### src/rtl/cpu_run_host_pkg.sv
// Shared encodings for the host run controller.
// CPU state, HALT opcode and host FSM states.
package cpu_run_host_pkg;

  localparam int IR_W = 16;
  localparam int OP_W = 5;

  localparam logic CPU_IDLE = 1'b0;
  localparam logic CPU_EXEC = 1'b1;

  localparam logic [OP_W-1:0] OP_HALT = 5'h1F;

  typedef enum logic [2:0] {
    H_IDLE   = 3'd0,
    H_LAUNCH = 3'd1,
    H_RUN    = 3'd2,
    H_STEP   = 3'd3,
    H_DRAIN  = 3'd4
  } host_state_e;

  // States in which the CPU is held enabled.
  function automatic logic live(host_state_e s);
    return (s == H_LAUNCH) || (s == H_RUN) || (s == H_STEP);
  endfunction

endpackage

### src/rtl/cpu_run_host_if.sv
// CPU control handshake: enable/start out of the host,
// state and writeback IR back from the CPU.
interface cpu_run_host_if;
  import cpu_run_host_pkg::*;

  logic            cpu_enable;
  logic            cpu_start;
  logic            cpu_state;
  logic [IR_W-1:0] wb_ir;

  modport master (
    output cpu_enable,
    output cpu_start,
    input  cpu_state,
    input  wb_ir
  );

  modport slave (
    input  cpu_enable,
    input  cpu_start,
    output cpu_state,
    output wb_ir
  );

endinterface

### src/rtl/cpu_run_watchdog.sv
// Saturating exec-cycle counter with watchdog compare.
// MAX_CYCLES of 0 never expires.
module cpu_run_watchdog #(
  parameter int CNT_W      = 32,
  parameter int MAX_CYCLES = 1000000
) (
  input  logic             clock,
  input  logic             reset,
  input  logic             clear,
  input  logic             count_en,
  output logic [CNT_W-1:0] count,
  output logic             expire
);

  localparam logic [CNT_W-1:0] LIMIT = CNT_W'(MAX_CYCLES - 1);
  localparam bit               WD_ON = (MAX_CYCLES != 0);

  always_ff @(posedge clock) begin
    if (reset || clear)
      count <= '0;
    else if (count_en && (count != '1))
      count <= count + CNT_W'(1);
  end

  // Fires on the cycle whose count brings the total to MAX_CYCLES.
  assign expire = WD_ON && count_en && (count == LIMIT);

endmodule

### src/rtl/cpu_run_host.sv
// Host run controller: run/step/stop to CPU enable/start.
// Optional breakpoint: CPU_RUN_HOST_BREAKPOINT_EN.
module cpu_run_host
  import cpu_run_host_pkg::*;
#(
  parameter int CNT_W       = 32,
  parameter int MAX_CYCLES  = 1000000,
  parameter int STEP_CYCLES = 1
) (
  input  logic             clock,
  input  logic             reset,
  input  logic             cmd_run,
  input  logic             cmd_step,
  input  logic             cmd_stop,
  cpu_run_host_if.master   cpu,
`ifdef CPU_RUN_HOST_BREAKPOINT_EN
  input  logic             bp_valid,
  input  logic [OP_W-1:0]  bp_opcode,
  output logic             bp_hit,
`endif
  output logic             busy,
  output logic             halted,
  output logic             timeout,
  output logic [CNT_W-1:0] cycle_count
);

  localparam int SW = $clog2(STEP_CYCLES + 1);

  host_state_e     state_q, state_d;
  logic            step_q, step_d;
  logic [SW-1:0]   scnt_q, scnt_d;
  logic            exec, counting, accept;
  logic            halt_ev, bp_ev, wd_expire;
  logic            set_halt, set_to, set_bp;
  logic [OP_W-1:0] opcode;
  logic            unused_ir;

  assign opcode    = cpu.wb_ir[IR_W-1:IR_W-OP_W];
  assign unused_ir = ^cpu.wb_ir[IR_W-OP_W-1:0];
  assign exec      = (cpu.cpu_state == CPU_EXEC);
  assign counting  = exec &&
                     ((state_q == H_RUN) || (state_q == H_STEP));
  assign accept    = (state_q == H_IDLE) && (cmd_run || cmd_step);
  assign halt_ev   = counting && (opcode == OP_HALT);

`ifdef CPU_RUN_HOST_BREAKPOINT_EN
  assign bp_ev = counting && bp_valid && (opcode == bp_opcode);
`else
  assign bp_ev = 1'b0;
`endif

  cpu_run_watchdog #(
    .CNT_W      (CNT_W),
    .MAX_CYCLES (MAX_CYCLES)
  ) u_wd (
    .clock    (clock),
    .reset    (reset),
    .clear    (accept),
    .count_en (counting),
    .count    (cycle_count),
    .expire   (wd_expire)
  );

  always_comb begin
    state_d  = state_q;
    step_d   = step_q;
    scnt_d   = scnt_q;
    set_halt = 1'b0;
    set_to   = 1'b0;
    set_bp   = 1'b0;
    unique case (state_q)
      H_IDLE: begin
        if (cmd_run) begin
          state_d = H_LAUNCH;
          step_d  = 1'b0;
        end else if (cmd_step) begin
          state_d = H_LAUNCH;
          step_d  = 1'b1;
        end
      end
      H_LAUNCH: begin
        if (step_q) begin
          state_d = H_STEP;
          scnt_d  = SW'(STEP_CYCLES);
        end else begin
          state_d = H_RUN;
        end
      end
      H_RUN, H_STEP: begin
        // Exit events in strict priority order.
        if (cmd_stop) begin
          state_d = H_DRAIN;
        end else if (halt_ev) begin
          state_d  = H_DRAIN;
          set_halt = 1'b1;
        end else if (bp_ev) begin
          state_d = H_DRAIN;
          set_bp  = 1'b1;
        end else if (wd_expire) begin
          state_d = H_DRAIN;
          set_to  = 1'b1;
        end else if ((state_q == H_STEP) && exec) begin
          if (scnt_q == SW'(1))
            state_d = H_DRAIN;
          else
            scnt_d = scnt_q - SW'(1);
        end
      end
      H_DRAIN: begin
        if (!exec)
          state_d = H_IDLE;
      end
      default: state_d = H_IDLE;
    endcase
  end

  // Outputs follow the next state so they stay registered.
  always_ff @(posedge clock) begin
    if (reset) begin
      state_q        <= H_IDLE;
      step_q         <= 1'b0;
      scnt_q         <= '0;
      cpu.cpu_enable <= 1'b0;
      cpu.cpu_start  <= 1'b0;
      busy           <= 1'b0;
      halted         <= 1'b0;
      timeout        <= 1'b0;
    end else begin
      state_q        <= state_d;
      step_q         <= step_d;
      scnt_q         <= scnt_d;
      cpu.cpu_enable <= live(state_d);
      cpu.cpu_start  <= (state_d == H_LAUNCH);
      busy           <= (state_d != H_IDLE);
      halted         <= !accept && (halted | set_halt);
      timeout        <= !accept && (timeout | set_to);
    end
  end

`ifdef CPU_RUN_HOST_BREAKPOINT_EN
  always_ff @(posedge clock) begin
    if (reset)
      bp_hit <= 1'b0;
    else
      bp_hit <= !accept && (bp_hit | set_bp);
  end
`else
  logic unused_bp;
  assign unused_bp = set_bp;
`endif

endmodule

### src/flat_wrapper.sv
// flat-port wrapper written by rule: the top's interface ports become plain ports
module cpu_run_host_flat import cpu_run_host_pkg::*;
#(
  parameter int CNT_W       = 32,
  parameter int MAX_CYCLES  = 1000000,
  parameter int STEP_CYCLES = 1
)
  (clock, reset, cmd_run, cmd_step, cmd_stop, busy, halted, timeout, cycle_count, cpu_cpu_enable, cpu_cpu_start, cpu_cpu_state, cpu_wb_ir);
  cpu_run_host_if cpu_i ();
  input  logic clock;
  input  logic reset;
  input  logic cmd_run;
  input  logic cmd_step;
  input  logic cmd_stop;
  output logic busy;
  output logic halted;
  output logic timeout;
  output logic [CNT_W-1:0] cycle_count;
  output wire logic [$bits(cpu_i.cpu_enable)-1:0] cpu_cpu_enable;
  output wire logic [$bits(cpu_i.cpu_start)-1:0] cpu_cpu_start;
  input wire logic [$bits(cpu_i.cpu_state)-1:0] cpu_cpu_state;
  input wire logic [$bits(cpu_i.wb_ir)-1:0] cpu_wb_ir;
  assign cpu_cpu_enable = cpu_i.cpu_enable;
  assign cpu_cpu_start = cpu_i.cpu_start;
  assign cpu_i.cpu_state = cpu_cpu_state;
  assign cpu_i.wb_ir = cpu_wb_ir;
  cpu_run_host #(.CNT_W(CNT_W), .MAX_CYCLES(MAX_CYCLES), .STEP_CYCLES(STEP_CYCLES)) u_core (.clock(clock), .reset(reset), .cmd_run(cmd_run), .cmd_step(cmd_step), .cmd_stop(cmd_stop), .cpu(cpu_i), .busy(busy), .halted(halted), .timeout(timeout), .cycle_count(cycle_count));
endmodule
### config.mk
export PLATFORM = sky130hd
export DESIGN_NAME = cpu_run_host_flat
export DESIGN_NICKNAME = d
export VERILOG_FILES = /design/src/rtl/cpu_run_host_pkg.sv /design/src/rtl/cpu_run_host_if.sv /design/src/rtl/cpu_run_watchdog.sv /design/src/rtl/cpu_run_host.sv /design/src/flat_wrapper.sv
export SDC_FILE = /design/constraint.sdc
export NUM_CORES = 1
export LEC_CHECK = 0
export ABC_AREA = 0
export BUFFER_PORTS_ARGS = -buffer_cell sky130_fd_sc_hd__buf_4
export CAP_MARGIN = 0
export CORE_ASPECT_RATIO = 0.9
export CORE_MARGIN = 4
export CORE_UTILIZATION = 56
export DETAILED_ROUTE_END_ITERATION = 8
export GPL_TIMING_DRIVEN = 0
export PLACE_DENSITY = 0.84
export SYNTH_ARGS = -nofsm -noshare
export SYNTH_HDL_FRONTEND = slang
export SYNTH_SLANG_ARGS = --single-unit
### constraint.sdc
create_clock -name clock -period 3.9 [get_ports clock]
set_input_delay 0.585 -clock clock [delete_from_list [all_inputs] [get_ports clock]]
set_output_delay 0.585 -clock clock [all_outputs]
set_load 0.01 [all_outputs]
==> results of run 1 <==
==> metal layers <==
layer,track usage,wire (um),vias to the layer above,part of all wire
li1,-,-,1083,-
met1,0.317,2620,1023,0.48
met2,0.365,2470,66,0.45
met3,0.0476,318,10,0.058
met4,0.0679,68,0,0.012
met5,0,0,-,0
==> where the power goes <==
part | internal (uW) | switching [uW]
logic | 53.6 | 78.0
clock network | 192 | 151
registers | 445 | 6.14
total | 690 | 235
==> final cells by class <==
| class | instances | area (um2) | share of cell area |
|---|---|---|---|
| tap | 46 | 57.6 | 0.0214 |
| sequential | 42 | 841 | 0.313 |
| inverter | 5 | 18.8 | 0.00698 |
| multi-input combinational | 201 | 1260 | 0.468 |
| clock buffer | 7 | 76.3 | 0.0284 |
| timing repair buffer | 46 | 345 | 0.128 |
| clock inverter | 1 | 30.0 | 0.0112 |
| buffer | 11 | 61.3 | 0.0228 |
==> worst min path at each step <==
| stage | cells after the start | start | endpoint |
|---|---|---|---|
| 4_1_cts | 2 | cmd_run | u_core.step_q |
| 6_report | 2 | cmd_run | u_core.step_q |
| 3_3_place_gp | 2 | u_core.halted | u_core.halted |
| 5_1_grt | 2 | cmd_run | u_core.step_q |
| 2_1_floorplan | 2 | u_core.scnt_q | u_core.scnt_q |
| 3_5_place_dp | 2 | u_core.halted | u_core.halted |
==> cell usage after synthesis (2+ instances only) <==
cell,count
sky130_fd_sc_hd__a211oi_1,4
sky130_fd_sc_hd__a21o_1,2
sky130_fd_sc_hd__a21oi_1,24
sky130_fd_sc_hd__a31o_4,2
sky130_fd_sc_hd__a31oi_1,3
sky130_fd_sc_hd__and2_1,4
sky130_fd_sc_hd__and3_1,4
sky130_fd_sc_hd__and4_1,3
sky130_fd_sc_hd__buf_2,4
sky130_fd_sc_hd__buf_6,2
sky130_fd_sc_hd__clkbuf_1,5
sky130_fd_sc_hd__dfxtp_1,42
sky130_fd_sc_hd__inv_1,5
sky130_fd_sc_hd__nand2_1,20
sky130_fd_sc_hd__nand3_1,10
sky130_fd_sc_hd__nand4_1,13
sky130_fd_sc_hd__nor2_1,24
sky130_fd_sc_hd__nor3_1,4
sky130_fd_sc_hd__nor4_1,5
sky130_fd_sc_hd__nor4_4,2
sky130_fd_sc_hd__o21a_1,3
sky130_fd_sc_hd__o21ai_0,4
sky130_fd_sc_hd__o21ai_1,12
sky130_fd_sc_hd__o31ai_1,3
sky130_fd_sc_hd__or2_2,2
sky130_fd_sc_hd__or3_1,15
sky130_fd_sc_hd__or3b_1,2
sky130_fd_sc_hd__or4_1,5
sky130_fd_sc_hd__xnor2_1,8
sky130_fd_sc_hd__xor2_1,3
==> state kept, by name (all words and copies together) (netlist names) <==
name,flops
u_core.u_wd.count,32
u_core.busy,1
u_core.state_q,3
u_core.scnt_q,1
u_core.cpu.cpu_start,1
u_core.halted,1
u_core.step_q,1
u_core.cpu.cpu_enable,1
u_core.timeout,1
==> worst max-delay path, stage by stage, from the launching register on <==
cell	delay, ns
sky130_fd_sc_hd__dfxtp_1	0.47
sky130_fd_sc_hd__nand4_1	0.31
sky130_fd_sc_hd__nor4_4	0.66
sky130_fd_sc_hd__a311o_2	0.37
sky130_fd_sc_hd__buf_6	0.16
sky130_fd_sc_hd__or3_1	0.11
sky130_fd_sc_hd__a21oi_1	0.06
==> logic make-up after synthesis <==
kind of cell | count (synthesis) | share of synthesized area
flip-flops | 42 | 0.386
AND/OR/NAND/NOR | 121 | 0.323
adder cells (fa/ha/maj) | 1 | 0.00574
XOR/XNOR | 11 | 0.0442
buffers and inverters | 16 | 0.0368
AO/OA/AOI/OAI | 68 | 0.204
==> metrics by stage <==
step	instances	power [uW]	hold WS, ns
global placement	351	590	0.455
detailed placement	351	592	0.470
CTS	359	926	0.472
global route	359	958	0.479
finish	359	925	0.476
floorplan	259	545	0.455
==> results.md, run 1 <==
Status:
- The flow ran to the end, and the final reports show no timing, DRC or antenna violations.

Routing:
- The via total after detailed routing is 2182.
- The total iterations of the first detailed-routing run is 4.
- The average detailed-routed wire length per instance is 15.3 um.
- The detail route stage leaves a number of antenna-violating nets equal to 0.
- Dividing the detail-routed via count by the number of cells gives 6.08.
- The post-detailed-route DRC marker count is 0.
- The detailed router's first-iteration violation count is 140.
- The total wire length is 5480 um.

Setup path:
- The path type of the worst setup path is flop to flop.
- STA puts the critical path data arrival time at 2.44 ns.
- In this run the critical register-to-register path is launched from u_core.u_wd.count[26].
- The worst path required time is approximately 4 ns.
- The endpoint of the worst-slack reg-to-reg timing path is u_core.u_wd.count[19].
- The critical path ends at u_core.u_wd.count[19].
- Along the worst path, the maximum fanout reaches 10.
- The worst register-to-register path has a setup slack of between 1.5 and 2 ns.
- The launching element type of the critical path is a flop.
- The most critical setup path has its startpoint at u_core.u_wd.count[26].
- Counting cells, the worst reg-to-reg path comes to 6.
- The kind of end point of the critical path is a flop.

Flow run:
- Max-cap violations in this run came to 0.

Layout:
- Summing all non-filler instances in the final layout gives an area of 2690 um2.
- The post-route core utilization is 0.720.
- Counting the fill cells in the layout gives 315.
- The leading cell type in the layout, fill and taps excluded is sky130_fd_sc_hd__buf_4.
- The net count of the finished layout is ~340.
- The top cell types in the final layout, fill and taps aside, are sky130_fd_sc_hd__buf_4 (46), sky130_fd_sc_hd__dfxtp_1 (42), sky130_fd_sc_hd__a21oi_1 (24), sky130_fd_sc_hd__nor2_1 (24), sky130_fd_sc_hd__nand2_1 (20).
- The fraction of layout cells with a size suffix above 1 is 0.227.
- The area growth from synthesis to layout is 23.4%.
- The number of diodes added for antenna fixing is 0.

Power and ir drop:
- The power per unit of standard cell area is 344 nW/um2.
- The worst-case IR drop observed on VDD is approximately 220 uV.
- The leakage component of the power is 0.000975 uW.

Floorplan:
- 59 I/O pins were placed.
- In this run the horizontal extent of the chip is 73.7 um.
- The area of the die is 4950 um2.
- The height of the chip is 67.2 um.
- After floorplanning, the core was divided into 21 placement rows.
- The region available for standard cell placement spans 3730 um2.
- The effective utilization at floorplan is 0.584.

Logic synthesis:
- The register bit total from synthesis is 42.
- The leading area contributor after synthesis is sky130_fd_sc_hd__dfxtp_1.
- The most used flip-flop cell after synthesis is sky130_fd_sc_hd__dfxtp_1.
- The sequential-to-total area share from yosys stat is 0.386.
- Synthesis instantiated 50 different standard cells from the library.
- The number of nets in the synthesized netlist is 282.
- The post-synthesis cell area is 2180 um2.
- The warning count from the yosys run is 0.
- Synthesis handed over a netlist of 259 instances.
- The synthesized design contains 0 enable-type register cells.
- Ranked by total cell area, the synthesized netlist is headed by sky130_fd_sc_hd__dfxtp_1 (39%), sky130_fd_sc_hd__a21oi_1 (5.5%), sky130_fd_sc_hd__or3_1 (4.3%).
- Of the post-synthesis cell area, the dominant cell type holds 0.386.
- In this run the mean area of a mapped cell was 8.41 um2.
- The proportion of synthesized flip-flops having asynchronous set or reset is 0.

STA:
- On the final layout, the worst clock skew is 0.0113 ns.
- The max-slew headroom at the worst pin is 0.606.
- Setup repair after global routing left no endpoint under its margin.
- The number of pins exceeding their max-slew limit in the final report is 0.
- The final-layout setup total negative slack is 0 ns.
- Setup violations remaining at the end of the flow were counted as 0.
- The final count of hold timing violations is 0.
- Setup slack on the critical path of the routed design comes to between 1.5 and 2 ns.
- The achievable clock frequency is about 0.44 GHz.
- The final critical path time including I/O delays and setup is between 2 and 2.5 ns.
- The worst-margin pin slew is 0.587 ns.
- The final cycle utilization of the critical path is 0.583.

Place:
- The area after detailed placement is 2580 um2.
- The worst slack after detailed placement is about 1.6 ns.
- The number of port buffers is 46.
- The total half-perimeter wirelength after legalization and detailed placement is 3980 um.
- Routability-driven placement finished with a final weighted congestion of 0.907.

CTS:
- Once the clock tree was built, the setup fixing pass inserted 0 buffers.
- The clock passes through at most 2 buffers.
- The clock sink count is 42.
- Clock tree synthesis inserted a total of 5 buffers.
- For the worst-skew pair, the clock arrives at the later sink with an insertion delay of 0.30 ns.
- The root buffer cell chosen for the clock tree is sky130_fd_sc_hd__clkbuf_8.
- The hold buffer count at cts is 0.
- The number of gates resized after CTS was 0.
- The clock transition at the registers of the reported paths is 0.08 ns.
- TritonCTS built the clock tree.
- CTS built an H-tree with a depth of 2.

GRT:
- The number of global-route vias before repair was about 1900.
- The total overflow reported by the global router is 0.
- The total global routing track utilization is 0.231.
- The maximum number of pins on one net before global-route repair is 13.
- The initial antenna violation count is 0.
- The first global-routing pass estimated 9000 um of wire.

Worst hold path:
- The path class of the tightest hold or removal check is primary input to flop.
Power figures use the tool's default switching activity.
==> run 2: changes to the inputs <==
- ABC_AREA: 0 -> 1
- CORE_UTILIZATION: 56 -> 54
- PLACE_DENSITY: 0.84 -> 0.8
- clock period: 3.9 -> 2.1 ns (I/O delays scaled with it)
==> run 2 against run 1 <==
  * Clock-buffer cell count did not move
  * Power rose by 70%
  * Cell area up 19%
  * Maximum frequency rose by 16%
  * Largest cell class unchanged
==> results.md, run 2 <==
Logic synthesis:
- The register bit total from synthesis is 42.
- Counting every net in the synthesized netlist gives 467.
- Of the post-synthesis cell area, the dominant cell type holds 0.315.
- Among all flip-flop cells after synthesis, the most frequent one is sky130_fd_sc_hd__dfxtp_1.
- In the synthesized netlist the async set-or-reset flop fraction comes to 0.
- Summing every instance area after synthesis gives 2670 um2.
- The dominant cell by count in the synthesized netlist is sky130_fd_sc_hd__nand2_1.
- The sequential-to-total area share from yosys stat is 0.315.
- Yosys printed 0 warnings.
- The number of cells produced by synthesis is 444.
- The leading area contributor after synthesis is sky130_fd_sc_hd__dfxtp_1.
- The number of distinct library cells after synthesis is 30.
- Counting flops with a built-in enable in the synthesized netlist gives 0.
- The post-synthesis area per instance is 6.01 um2.
- By count the netlist is led by sky130_fd_sc_hd__nand2_1 (154), sky130_fd_sc_hd__nor2_1 (67), sky130_fd_sc_hd__inv_1 (55), sky130_fd_sc_hd__dfxtp_1 (42).
- Ranked by total cell area, the synthesized netlist is headed by sky130_fd_sc_hd__dfxtp_1 (32%), sky130_fd_sc_hd__nand2_1 (22%), sky130_fd_sc_hd__nor2_1 (9.4%).

Layout:
- The area growth from synthesis to layout is 20.0%.
- Ranked by flip-flop count, first place goes to u_core.u_wd.count.
- The post-route core utilization is 0.695.
- The number of diodes added for antenna fixing is 0.
- The number of non-filler instances in the completed layout is 561.
- In the layout the commonest cells are sky130_fd_sc_hd__nand2_1 (154), sky130_fd_sc_hd__nor2_1 (67), sky130_fd_sc_hd__inv_1 (55).
- In the final layout, the share of cells above drive strength 1 is 0.170.
- The leading cell type in the layout, fill and taps excluded is sky130_fd_sc_hd__nand2_1.
- The final net count is 521.
- The number of flip-flops in the largest register is 32.
- The largest registers in the layout are u_core.u_wd.count: 32 flops, u_core.state_q: 3 flops.

Place:
- Routability-driven placement finished with a final weighted congestion of 0.942.
- Input and output buffers added on the ports amount to 47.
- The total half-perimeter wirelength after legalization and detailed placement is about 6100 um.
- The number of placed instances, taps included is 553.

Setup path:
- Measured in cells, the most critical reg-to-reg path has a length of 11.
- The largest incremental delay on the critical path is 0.39 ns.
- The path type of the worst setup path is flop to flop.
- The endpoint identified for the worst register-to-register timing path is u_core.u_wd.count[14].
- The cell that appears most often on the critical path is sky130_fd_sc_hd__nand2_1.
- The worst register-to-register path has a setup slack of 0.14 ns.
- The data arrival time of the critical path is roughly 2.1 ns.
- The capturing element of the worst setup path is u_core.u_wd.count[14].
- The worst path required time is about 2.3 ns.
- The signal on the critical path passes through ha_1 > nand3_2 > inv_1 > nand2_1 > nor2_2 > nand2_2 > nand2_4 > inv_2 > buf_2 > nand2_1 > a21oi_2.
- On the critical path, the stage with the largest delay is an instance of sky130_fd_sc_hd__dfxtp_1.
- The worst setup path is launched from a flop.
- The launching point of the worst reg2reg path is u_core.u_wd.count[1].
- STA classifies the critical path endpoint as a flop.
- Of all nets on the critical path, the largest fanout is 10.
- The critical path starts at u_core.u_wd.count[1].

Routing:
- The average via count per standard cell is about 5.2.
- After detailed routing, the total wire length is 7750 um.
- In this run the remaining antenna-violating nets after routing total 0.
- The detailed router's first-iteration violation count is 184.
- The via total after detailed routing is 2928.
- For this run, design rule violations remaining after detail routing come to 0.
- The total iterations of the first detailed-routing run is 5.
- Dividing the detail-routed wire length by the instance count gives 13.8 um.

Floorplan:
- The number of standard-cell rows in the floorplan is 23.
- From left edge to right edge, the die measures 82.1 um.
- The initial utilization of the core area, before any placement, comes to 0.579.
- The I/O pin count is 59.
- The core outline area is approximately 4600 um2.
- The height of the chip is 74.7 um.
- The area of the die is around 6000 um2.

Power and ir drop:
- Power spread over the standard cell area amounts to 492 nW/um2.
- IR analysis of the VDD net gives a maximum drop of 307 uV.
- The sum of internal, switching and leakage power is 1570 uW.
- For this design the static power due to leakage is 0.00130 uW.

STA:
- The final critical path time including I/O delays and setup is 1.96 ns.
- Setup violations remaining at the end of the flow were counted as 0.
- After routing, the total negative slack on setup checks comes to 0 ns.
- Setup repair after global routing left no endpoint under its margin.
- The worst-margin pin slew is approximately 0.66 ns.
- The number of pins exceeding their max-slew limit in the final report is 0.
- The worst setup skew after layout is between 0.009 and 0.01 ns.
- The final count of hold timing violations came to 0.
- Across all hold checks on the routed design, the worst slack comes to 0.187 ns.
- Headroom to the max-slew limit came out at 0.557.
- Based on the critical path, the design can be clocked at up to 0.510 GHz.
- In the finished design, the share of the clock period the worst path needs comes to 0.934.

CTS:
- Counting along the longest clock path gives a buffer depth of 2.
- The hold buffer count at cts is 0.
- In this run the number of H-tree levels came out at 2.
- The insertion delay of the later-clocked pin in the worst-skew pair is approximately 0.30 ns.
- After clock tree synthesis, the clock-pin slew on the worst setup and hold paths is 0.08 ns.
- TritonCTS built the clock tree.
- Post-CTS timing repair inserted 0 buffers for setup.
- The number of CTS-inserted buffers is 5.
- The clock sink count is 42.
- The cell sitting at the root of the clock tree is a sky130_fd_sc_hd__clkbuf_8.

GRT:
- The initial antenna violation count is 0.
- The global-route wire length before repair is between 10000 and 15000 um.
- For this run, the total global-route usage over all layers was measured as 0.278.
- After global routing the overflow that remains totals 0.
- The number of global-route vias before repair is roughly 2700.
- Entering global routing, the biggest net connects 13 pins.

Worst hold path:
- The path type of the worst min-delay path is primary input to flop.

Flow run:
- The number of maximum-capacitance violations is 0.

Status:
- The flow ran to the end, and the final reports show no timing, DRC or antenna violations.
## run 2: worst min-delay path by stage
stage / startpoint / end / slack (ns) / cells after the start
after global routing: reset / u_core.cpu.cpu_start / 0.19 / 2
after CTS: reset / u_core.scnt_q / 0.18 / 2
after global placement: u_core.halted / u_core.halted / 0.45 / 1
final: reset / u_core.scnt_q / 0.19 / 2
after detailed placement: u_core.scnt_q / u_core.scnt_q / 0.46 / 2
after floorplan: reset / u_core.scnt_q / 0.38 / 1
## run 2: what timing repair did
| action | 4_1_cts | 5_1_grt |
|---|---|---|
| endpoints found under the hold margin | 0 | 0 |
| setup endpoints to repair | 0 | 5 |
| gates resized for setup | 0 | 3 |
## run 2: worst max-delay path: cells and delay by family, from the launching register on
kind / cells / cell delay, ns
buf+inv: 3 / 0.37
flops: 1 / 0.39
compound gates: 1 / 0.06
simple gates: 6 / 0.76
fa+ha+maj: 1 / 0.24
## run 2: cell families (layout without fill, tap and decap cells)
kind of cell | after synthesis | in the layout | synth area share
adder cells (fa/ha/maj) | 1 | 1 | 0.00469
AND/OR/NAND/NOR | 285 | 285 | 0.463
buffers and inverters | 66 | 121 | 0.107
flip-flops | 42 | 42 | 0.315
XOR/XNOR | 5 | 5 | 0.0164
AO/OA/AOI/OAI | 45 | 45 | 0.0929
## run 2: routing by layer
metal	track usage	vias to the layer above	wire length, um
li1	-	1493	-
met1	0.398	1329	3660
met2	0.433	97	3470
met5	0	-	0
met3	0.0502	9	539
met4	0.0720	0	79
## run 2: final cells by class
type	instances	area, um2
Inverter	58	218
Buffer	8	68.8
Sequential cell	42	842
Fill cell	448	1410
Clock buffer	7	86.3
Timing Repair Buffer	47	353
Clock inverter	1	5.00
Tap cell	62	77.6
Multi-Input combinational cell	336	1550
## run 2: stage by stage
stage	area [um2]	worst slack [ns]
global placement	3100	0.187
finish	3200	0.139
global route	3200	0.00327
CTS	3190	0.141
floorplan	2670	0.415
detailed placement	3100	0.166
## run 2: power breakdown
group | leakage [uW] | switching, uW | internal [uW]
sequential | 0.000341 | 15.2 | 821
combinational | 0.000911 | 125 | 68.6
clock | 0.0000482 | 280 | 266
